$ cat config.mk
export PLATFORM = sky130hd
export DESIGN_NAME = ps2_scancode_rx
export DESIGN_NICKNAME = d
export VERILOG_FILES = /design/src/rtl/ps2_scancode_rx.sv
export SDC_FILE = /design/constraint.sdc
export NUM_CORES = 1
export LEC_CHECK = 0
export ABC_CLOCK_PERIOD_IN_PS = 2850
export CELL_PAD_IN_SITES_DETAIL_PLACEMENT = 1
export CELL_PAD_IN_SITES_GLOBAL_PLACEMENT = 1
export CORE_MARGIN = 2
export CORE_UTILIZATION = 51
export DETAILED_ROUTE_END_ITERATION = 10
export PLACE_DENSITY_LB_ADDON = 0.1
export RECOVER_POWER = 50
export SYNTH_ARGS = -nofsm -noshare
export SYNTH_HDL_FRONTEND = slang
export SYNTH_SLANG_ARGS = --single-unit
$ cat constraint.sdc
create_clock -name clk -period 2.85 [get_ports clk]
set_input_delay 0.7125 -clock clk [delete_from_list [all_inputs] [get_ports clk]]
set_output_delay 0.7125 -clock clk [all_outputs]
set_load 0.01 [all_outputs]
$ cat src/rtl/ps2_scancode_rx.sv
// PS/2 keyboard receiver: synchronises and filters kclk/kdata, deframes 11-bit frames,
// folds E0/F0 prefixes into flags and queues decoded entries in a first-word-fall-through FIFO.
module ps2_scancode_rx #(
    parameter int FILTER_LEN     = 20,
    parameter int TIMEOUT_CYCLES = 100000,
    parameter int FIFO_DEPTH     = 8,
    parameter int DECODE_EN      = 1
) (
    input  logic                          clk,
    input  logic                          rst_n,
    input  logic                          kclk,
    input  logic                          kdata,
    output logic [7:0]                    out_data,
    output logic                          out_ext,
    output logic                          out_brk,
    output logic                          out_valid,
    input  logic                          out_ready,
    output logic [$clog2(FIFO_DEPTH):0]   count,
    output logic                          parity_err,
    output logic                          frame_err,
    output logic                          overflow
);
    localparam int AW = $clog2(FIFO_DEPTH);
    localparam int CW = AW + 1;
    localparam int TW = $clog2(TIMEOUT_CYCLES + 1);

    typedef enum logic [1:0] {IDLE, DATA, PARITY, STOP} state_t;

    logic [1:0] clk_sync, dat_sync;
    logic       clk_filt, dat_filt, clk_filt_d;
    logic [7:0] clk_cnt, dat_cnt;
    logic       fall;

    always_ff @(posedge clk or negedge rst_n) begin
        if (!rst_n) begin
            clk_sync   <= 2'b11;
            dat_sync   <= 2'b11;
            clk_filt   <= 1'b1;
            dat_filt   <= 1'b1;
            clk_filt_d <= 1'b1;
            clk_cnt    <= 8'd0;
            dat_cnt    <= 8'd0;
        end else begin
            clk_sync   <= {clk_sync[0], kclk};
            dat_sync   <= {dat_sync[0], kdata};
            clk_filt_d <= clk_filt;
            // A line flips only after FILTER_LEN consecutive samples disagree with it.
            if (clk_sync[1] == clk_filt) begin
                clk_cnt <= 8'd0;
            end else if (clk_cnt == 8'(FILTER_LEN - 1)) begin
                clk_filt <= clk_sync[1];
                clk_cnt  <= 8'd0;
            end else begin
                clk_cnt <= clk_cnt + 8'd1;
            end
            if (dat_sync[1] == dat_filt) begin
                dat_cnt <= 8'd0;
            end else if (dat_cnt == 8'(FILTER_LEN - 1)) begin
                dat_filt <= dat_sync[1];
                dat_cnt  <= 8'd0;
            end else begin
                dat_cnt <= dat_cnt + 8'd1;
            end
        end
    end

    assign fall = clk_filt_d & ~clk_filt;

    state_t        state, state_nx;
    logic [2:0]    bit_idx, bit_idx_nx;
    logic [7:0]    shreg, shreg_nx;
    logic          par_bit, par_nx;
    logic [TW-1:0] wd, wd_nx;
    logic          acc_nx, perr_nx, ferr_nx;

    always_comb begin
        state_nx   = state;
        bit_idx_nx = bit_idx;
        shreg_nx   = shreg;
        par_nx     = par_bit;
        wd_nx      = wd;
        acc_nx     = 1'b0;
        perr_nx    = 1'b0;
        ferr_nx    = 1'b0;
        if (fall) begin
            case (state)
                IDLE: begin
                    if (!dat_filt) begin
                        state_nx   = DATA;
                        bit_idx_nx = 3'd0;
                    end
                end
                DATA: begin
                    shreg_nx   = {dat_filt, shreg[7:1]};
                    bit_idx_nx = bit_idx + 3'd1;
                    if (bit_idx == 3'd7) state_nx = PARITY;
                end
                PARITY: begin
                    par_nx   = dat_filt;
                    state_nx = STOP;
                end
                STOP: begin
                    // A bad stop bit outranks a parity fault.
                    if (!dat_filt)             ferr_nx = 1'b1;
                    else if (^{shreg, par_bit}) acc_nx = 1'b1;
                    else                       perr_nx = 1'b1;
                    state_nx = IDLE;
                end
                default: state_nx = IDLE;
            endcase
        end
        if (state == IDLE || fall) begin
            wd_nx = '0;
        end else if (wd == TW'(TIMEOUT_CYCLES - 1)) begin
            wd_nx    = '0;
            ferr_nx  = 1'b1;
            state_nx = IDLE;
        end else begin
            wd_nx = wd + TW'(1);
        end
    end

    logic       acc_v;
    logic [7:0] acc_byte;

    always_ff @(posedge clk or negedge rst_n) begin
        if (!rst_n) begin
            state      <= IDLE;
            bit_idx    <= 3'd0;
            shreg      <= 8'd0;
            par_bit    <= 1'b0;
            wd         <= '0;
            acc_v      <= 1'b0;
            acc_byte   <= 8'd0;
            parity_err <= 1'b0;
            frame_err  <= 1'b0;
        end else begin
            state      <= state_nx;
            bit_idx    <= bit_idx_nx;
            shreg      <= shreg_nx;
            par_bit    <= par_nx;
            wd         <= wd_nx;
            acc_v      <= acc_nx;
            acc_byte   <= shreg;
            parity_err <= perr_nx;
            frame_err  <= ferr_nx;
        end
    end

    logic       pend_ext, pend_brk, pend_ext_nx, pend_brk_nx;
    logic       push;
    logic [9:0] push_entry;

    always_comb begin
        pend_ext_nx = pend_ext;
        pend_brk_nx = pend_brk;
        push        = 1'b0;
        push_entry  = {pend_brk, pend_ext, acc_byte};
        if (acc_v) begin
            if (DECODE_EN != 0 && acc_byte == 8'hE0) begin
                pend_ext_nx = 1'b1;
            end else if (DECODE_EN != 0 && acc_byte == 8'hF0) begin
                pend_brk_nx = 1'b1;
            end else begin
                push        = 1'b1;
                pend_ext_nx = 1'b0;
                pend_brk_nx = 1'b0;
            end
        end
    end

    logic [9:0]    mem [FIFO_DEPTH];
    logic [AW-1:0] wr_ptr, rd_ptr;
    logic [CW-1:0] occ;
    logic          full, pop, wr_en;
    logic [9:0]    head;

    assign full      = (occ == CW'(FIFO_DEPTH));
    assign out_valid = (occ != '0);
    assign pop       = out_valid & out_ready;
    assign wr_en     = push & (~full | pop);
    assign head      = mem[rd_ptr];
    assign out_data  = out_valid ? head[7:0] : 8'h00;
    assign out_ext   = out_valid & head[8];
    assign out_brk   = out_valid & head[9];
    assign count     = occ;

    always_ff @(posedge clk) begin
        if (wr_en) mem[wr_ptr] <= push_entry;
    end

    always_ff @(posedge clk or negedge rst_n) begin
        if (!rst_n) begin
            pend_ext <= 1'b0;
            pend_brk <= 1'b0;
            wr_ptr   <= '0;
            rd_ptr   <= '0;
            occ      <= '0;
            overflow <= 1'b0;
        end else begin
            pend_ext <= pend_ext_nx;
            pend_brk <= pend_brk_nx;
            overflow <= push & full & ~pop;
            if (wr_en) wr_ptr <= wr_ptr + AW'(1);
            if (pop)   rd_ptr <= rd_ptr + AW'(1);
            if (wr_en && !pop)      occ <= occ + CW'(1);
            else if (pop && !wr_en) occ <= occ - CW'(1);
        end
    end
endmodule

==> results.toml, run 1 <==
[critical_path]
crit_required_ns = 2.14
crit_family = "multiplexers"
crit_fanout = 8
crit_path_end_kind = "primary output"
cpPeakStageDelay_ns = 0.50
rr_worst_depth = 10
rr_endpoint = "count[3]"
setup.worst_path.start_class = "flip-flop"
cp.arrival_ns = 2.04
critPathKind = "flip-flop to primary output"
critPathBufInv = 3
slowest_stage = "mux4_2"
crit_chain = "buf_12 > buf_4 > mux4_2 > mux2i_1 > nor2_1 > clkdlybuf4s15_1"
rr_startpoint = "acc_byte[2]"
r2r_setup_slack_ns = 0.23

[outcome]
violations = "capacitance limit, slew limit"
status = "finished, violations left"

[cells_and_area]
mostFrequentLayoutCells = "80 x edfxtp_1, 70 x dfrtp_1, 58 x nor2_1"
drive_gt1_frac = 0.198
syn_to_final_growth_pct = 19.7
fillers = 1202
final_area_sq_mm = 0.00777
antenna_cells = 0
final_util = 0.621
mostFrequentLayoutCell = "edfxtp_1"
finalNetCount = 499

[drt]
drt-wirelength-per-cell_um = 19.3
dr.pass1.iters = 4
route.detailed.drc = 0
drt-total-wl_um = 12900
viasPerCell = 5.39
postRouteAntennaNets = 0
drtIter0Drc = 158
vias = 3598

[grt]
globalRouteMet3Util = 0.0536
grt_pass1_vias = 3834
grt_util_all_layers = 0.210
use_met2 = 0.367
top_usage_layer = "met2"
grt_pass1_wl_um = 20900
grt_max_degree = 45
grtUsageMet1 = 0.258
antenna_found_initial = 0
overflow = 0

[logic_synthesis]
avgSynthCellArea_sq_um = 15.1
ys_warn_count = 0
synth_edf_count = 80
yosys_register_bits = 158
syn_area_sq_mm = 0.00650
synthesis.nets = 447
synthArstFlopShare = 0.494
synth.distinct_cells = 41
ys.flop_type = "edfxtp_1"
yosysSeqAreaShare = 0.672
syn_inst = 431

[floorplanning]
die_h_um = 117
start_util = 0.519
dieArea_sq_mm = 0.0137
chipWidth_um = 117
core_sq_mm = 0.0125
row_count = 41
io_pins = 23

[min_path]
min_from = "dat_sync[0]"
min_to = "dat_sync[1]"
min-delay-path-class = "flip-flop to flip-flop"
holdPathStages = 0

[clock_network]
cts_root_buffer = "clkbuf_16"
clk_latency_ns = 0.42
clock_path_buffers = 2
cts_tree = "yes"
cts_sinks = 158
cts_max_level = 4
clk_pin_slew_ns = 0.06
cts_buffers = 17

[sta]
finalMaxSlewViolations = 35
setup_ws_ns = 0.0936
finalClockSkew_ns = 0.0133
period_share = 0.967
slew_headroom = -0.337
tns_ns = 0
tightest_slew_ns = 2.01
finalHoldViolCount = 0
max_clock_freq_ghz = 0.363
setup_viol = 0
period_needed_ns = 2.76

[place]
place_congestion = 0.736
dp_slack_ns = -0.0263
dp_hpwl_um = 8090
port_buffers = 22
placedInstanceArea_sq_mm = 0.00705

[power_and_ir_drop]
ir_drop_v = 0.000361
powerDensity_mw_per_mm2 = 647
leakagePower_nw = 3.15

[job]
maxCapViolations = 1
logic make-up (layout without fill, tap and decap cells):
family          after synthesis  in the layout  share of synthesized area
buf+inv                      20             85                     0.0133
compound gates               19             19                     0.0204
fa+ha+maj                    11             11                     0.0223
xor+xnor                     41             41                     0.0574
mux                          46             46                      0.112
flops                       158            158                      0.672
simple gates                136            136                      0.103
metal layers:
metal,wire length [um],share of wire
met5,0,0
met1,5460,0.42
met3,331,0.026
met4,164,0.013
met2,6920,0.54
cell type report:
cell class                 count  area (sq um)  area share
timing repair buffer          45           428      0.0550
clock inverter                10           208      0.0267
tap                          172           215      0.0277
sequential                   158          4360       0.561
multi-input combinational    253          2050       0.264
inverter                       8          30.0     0.00386
clock buffer                  22           475      0.0612
worst max path at each step:
stage / start / end / slack (ns) / depth (start not counted)
after floorplan: acc_byte[2] / count[3] / 0.37 / 10
after global placement: out_ready / count[3] / 0.08 / 10
after detailed placement: out_ready / count[3] / -0.03 / 10
after CTS: rd_ptr[0] / out_data[6] / 0.003 / 6
after global routing: rd_ptr[0] / out_data[6] / -0.008 / 6
final: rd_ptr[0] / out_data[6] / 0.09 / 6
stage by stage:
stage	hold WS [ns]	power (mW)	instances
after global routing	0.364	5.17	668
after CTS	0.260	5.08	668
after global placement	0.346	2.50	633
final	0.355	5.03	668
after detailed placement	0.347	2.50	633
after floorplan	0.345	2.46	431
state kept, by name (all words and copies together) (netlist names):
name / flops
acc_byte: 8
acc_v: 1
bit_idx: 3
clk_cnt: 8
clk_filt: 1
clk_filt_d: 1
clk_sync: 2
count: 4
dat_cnt: 8
dat_filt: 1
dat_sync: 2
frame_err: 1
mem: 80
overflow: 1
par_bit: 1
parity_err: 1
pend_brk: 1
pend_ext: 1
rd_ptr: 3
shreg: 8
state: 2
wd: 17
wr_ptr: 3
timing repair:
action                                  in CTS  in global routing
buffers inserted                             2                  1
gates cloned                                 1                  0
endpoints found under the setup margin      10                  3
hold buffers                                 0                  0
resized for setup                           12                  3
cells in the mapped netlist, types with 2 or more instances:
library cell	instances	area (sq um)
and3_1	4	25.0
ha_1	10	125
mux4_2	20	450
and2_1	3	18.8
dfstp_2	7	184
nand3b_1	3	22.5
xor2_1	16	140
a22o_1	2	17.5
dfrtp_1	71	1780
nand2_1	15	56.3
nor3_1	8	40.0
xnor2_1	24	210
edfxtp_1	80	2400
nor2b_1	3	18.8
buf_2	3	15.0
nand2b_1	4	25.0
inv_1	8	30.0
nand4b_1	3	26.3
nand4_1	9	56.3
o21ai_0	5	25.0
nor2_1	58	218
nor4_1	8	50.1
a21oi_1	7	35.0
clkbuf_1	7	26.3
mux2_2	15	169
mux2i_1	11	110
nand3_1	13	65.1
power by group:
part,leakage (nW),switching [mW],internal [mW]
Combinational,0.875,0.0326,0.0147
Sequential,1.95,0.00851,2.39
Clock,0.323,0.860,1.72
Total,3.15,0.901,4.13
worst register-to-register path: cells and delay by family, from the launching register on:
| family | cells | cell delay (ns) |
|---|---|---|
| AO/OA/AOI/OAI | 3 | 0.74 |
| XOR/XNOR | 1 | 0.14 |
| adder cells (fa/ha/maj) | 2 | 0.45 |
| buffers and inverters | 1 | 0.09 |
| flip-flops | 1 | 0.46 |
| multiplexers | 1 | 0.23 |
| AND/OR/NAND/NOR | 2 | 0.43 |
No activity file was read; power rests on OpenSTA's default activity.
==> run 2: changes to the inputs <==
ABC_AREA = 1   (was not set)
CORE_UTILIZATION = 48   (was 51)
==> results.toml, run 2 <==
[clock_network]
cts_tree = "yes"
clock_path_buffers = 2
clk_pin_slew_ns = 0.06
cts_max_level = 4
cts_root_buffer = "clkbuf_16"
clk_latency_ns = 0.42
cts_buffers = 17
cts_setup_buffers = 0
cts_sinks = 158

[sta]
period_needed_ns = 2.67
tns_ns = 0
finalMaxSlewViolations = 78
tightest_slew_ns = 1.93
rsz0062_at_grt = "false"
slew_headroom = -0.287
finalHoldViolCount = 0
period_share = 0.937
max_clock_freq_ghz = 0.374
setup_viol = 0
finalClockSkew_ns = 0.00774

[logic_synthesis]
yosysMostFrequentCell = "nor2_1"
yosysSeqAreaShare = 0.641
synthArstFlopShare = 0.494
ys_warn_count = 0
yosysTopAreaCellShare = 0.353
yosys_register_bits = 158
synth.distinct_cells = 35
synth_common_cells = "136 x nor2_1, 97 x nand2_1, 80 x edfxtp_1, 71 x dfrtp_1"
syn_inst = 660
avgSynthCellArea_sq_um = 10.3
ys.flop_type = "edfxtp_1"
synth_edf_count = 80
syn_area_sq_mm = 0.00681
ys_top_cells_by_area = "edfxtp_1 35%, dfrtp_1 26%, nor2_1 7.5%"
synthesis.nets = 676
yosysTopAreaCell = "edfxtp_1"

[critical_path]
crit_required_ns = 2.14
crit_fanout = 21
crit_path_end_kind = "primary output"
cp.arrival_ns = 1.96
critPathKind = "flip-flop to primary output"
setup.worst_path.start_class = "flip-flop"

[floorplanning]
start_util = 0.491
row_count = 43
chipWidth_um = 123
dieArea_sq_mm = 0.0152
io_pins = 23
die_h_um = 123
core_sq_mm = 0.0139

[place]
port_buffers = 22
placedInstanceArea_sq_mm = 0.00734
place_congestion = 0.793
dp_hpwl_um = 10300

[grt]
grt_pass1_vias = 5157
grt_pass1_wl_um = 26100
antenna_found_initial = 0
overflow = 0
grt_max_degree = 78
grt_util_all_layers = 0.231

[outcome]
violations = "capacitance limit, slew limit"
status = "finished, violations left"

[cells_and_area]
regMostFlops = "mem"
mostFrequentLayoutCells = "137 x nor2_1, 97 x nand2_1, 80 x edfxtp_1"
drive_gt1_frac = 0.107
largestRegisters = "mem: 80 flops, wd: 17 flops"
syn_to_final_growth_pct = 17.3
final_area_sq_mm = 0.00799
largest_register_ffs = 80
mostFrequentLayoutCell = "nor2_1"
final_util = 0.576
antenna_cells = 0
finalNetCount = 721

[drt]
drt-total-wl_um = 16000
viasPerCell = 5.40
vias = 4849
drt-wirelength-per-cell_um = 17.8
dr.pass1.iters = 4
drtIter0Drc = 336
postRouteAntennaNets = 0
route.detailed.drc = 0

[power_and_ir_drop]
power_mw = 4.80
ir_drop_v = 0.000315
powerDensity_mw_per_mm2 = 601
leakagePower_nw = 3.37

[job]
maxCapViolations = 1

[min_path]
min-delay-path-class = "flip-flop to flip-flop"
## run 2: cell count changes after synthesis, moves of 5 or more
| cell | before | now |
|---|---|---|
| nand2_1 | 15 | 97 |
| nor2_1 | 58 | 136 |
| o21ai_0 | 5 | 57 |
| inv_1 | 8 | 57 |
| mux4_2 | 20 | 0 |
| xnor2_1 | 24 | 7 |
| nand3_1 | 13 | 26 |
| mux2_2 | 15 | 3 |
| mux2i_1 | 11 | 0 |
| o211ai_1 | 1 | 11 |
| o22ai_1 | 0 | 10 |
| nor4_1 | 8 | 0 |
| nor2_4 | 0 | 5 |
| xor2_1 | 16 | 11 |
## run 2: through the flow
stage	cells	worst slack [ns]	hold WS, ns
finish	898	0.179	0.357
global route	898	0.0164	0.362
CTS	898	-0.000571	0.359
detailed placement	865	-0.0939	0.351
global placement	865	0.0549	0.347
floorplan	660	0.436	0.345
## run 2: logic make-up after synthesis
logic type / after synthesis / share of synthesized area
buffers and inverters: 76 / 0.0434
xor gates and xnor gates: 18 / 0.0232
adders and majority gates: 11 / 0.0213
DFF: 158 / 0.641
and+or+nand+nor: 299 / 0.189
AOI/OAI and AO/OA: 95 / 0.0772
muxes: 3 / 0.00496
## run 2: critical path: stages (launching register included)
cell	delay [ns]
dfrtp_2	0.45
inv_4	0.12
buf_12	0.17
nor2_1	0.06
o22ai_1	0.20
nor2_1	0.07
nor2_1	0.17
dlygate4sd2_1	0.29
## run 2: worst paths after layout
check	start	to	slack (ns)	depth (start not counted)
max in group asynchronous	rst_n	acc_byte[6]	0.76	1
setup / recovery	rd_ptr[0]	out_data[7]	0.18	7
setup reg to reg	acc_byte[2]	count[3]	0.27	15
min in group asynchronous	rst_n	wd[13]	0.80	1
hold / removal	dat_sync[0]	dat_sync[1]	0.36	0
hold reg to reg	dat_sync[0]	dat_sync[1]	0.36	0
## run 2: timing repair
action	4_1_cts	5_1_grt
gates cloned	1	0
hold buffers	0	0
gates resized for setup	15	5
endpoints found under the hold margin	0	0
pin swaps	2	0
endpoints found under the setup margin	10	4
## run 2: power by group
part | internal (mW) | total, mW | leakage, nW | switching (mW)
combinational | 0.0136 | 0.0485 | 1.15 | 0.0349
clock | 1.46 | 2.35 | 0.289 | 0.887
sequential | 2.39 | 2.40 | 1.94 | 0.00845
## run 2: final cells by class
class                           count  area (sq um)
Tap cell                          180           225
Clock buffer                       21           440
Clock inverter                     11           166
Fill cell                        1511          5890
Inverter                           60           234
Sequential cell                   158          4370
Multi-Input combinational cell    426          2140
Timing Repair Buffer               42           413
## run 2: metal layers
layer / vias to the layer above / track usage / wire [um]
li1: 2305 / - / -
met1: 2462 / 0.267 / 6540
met2: 59 / 0.421 / 8800
met3: 23 / 0.0484 / 369
met4: 0 / 0.0817 / 271
met5: - / 0 / 0
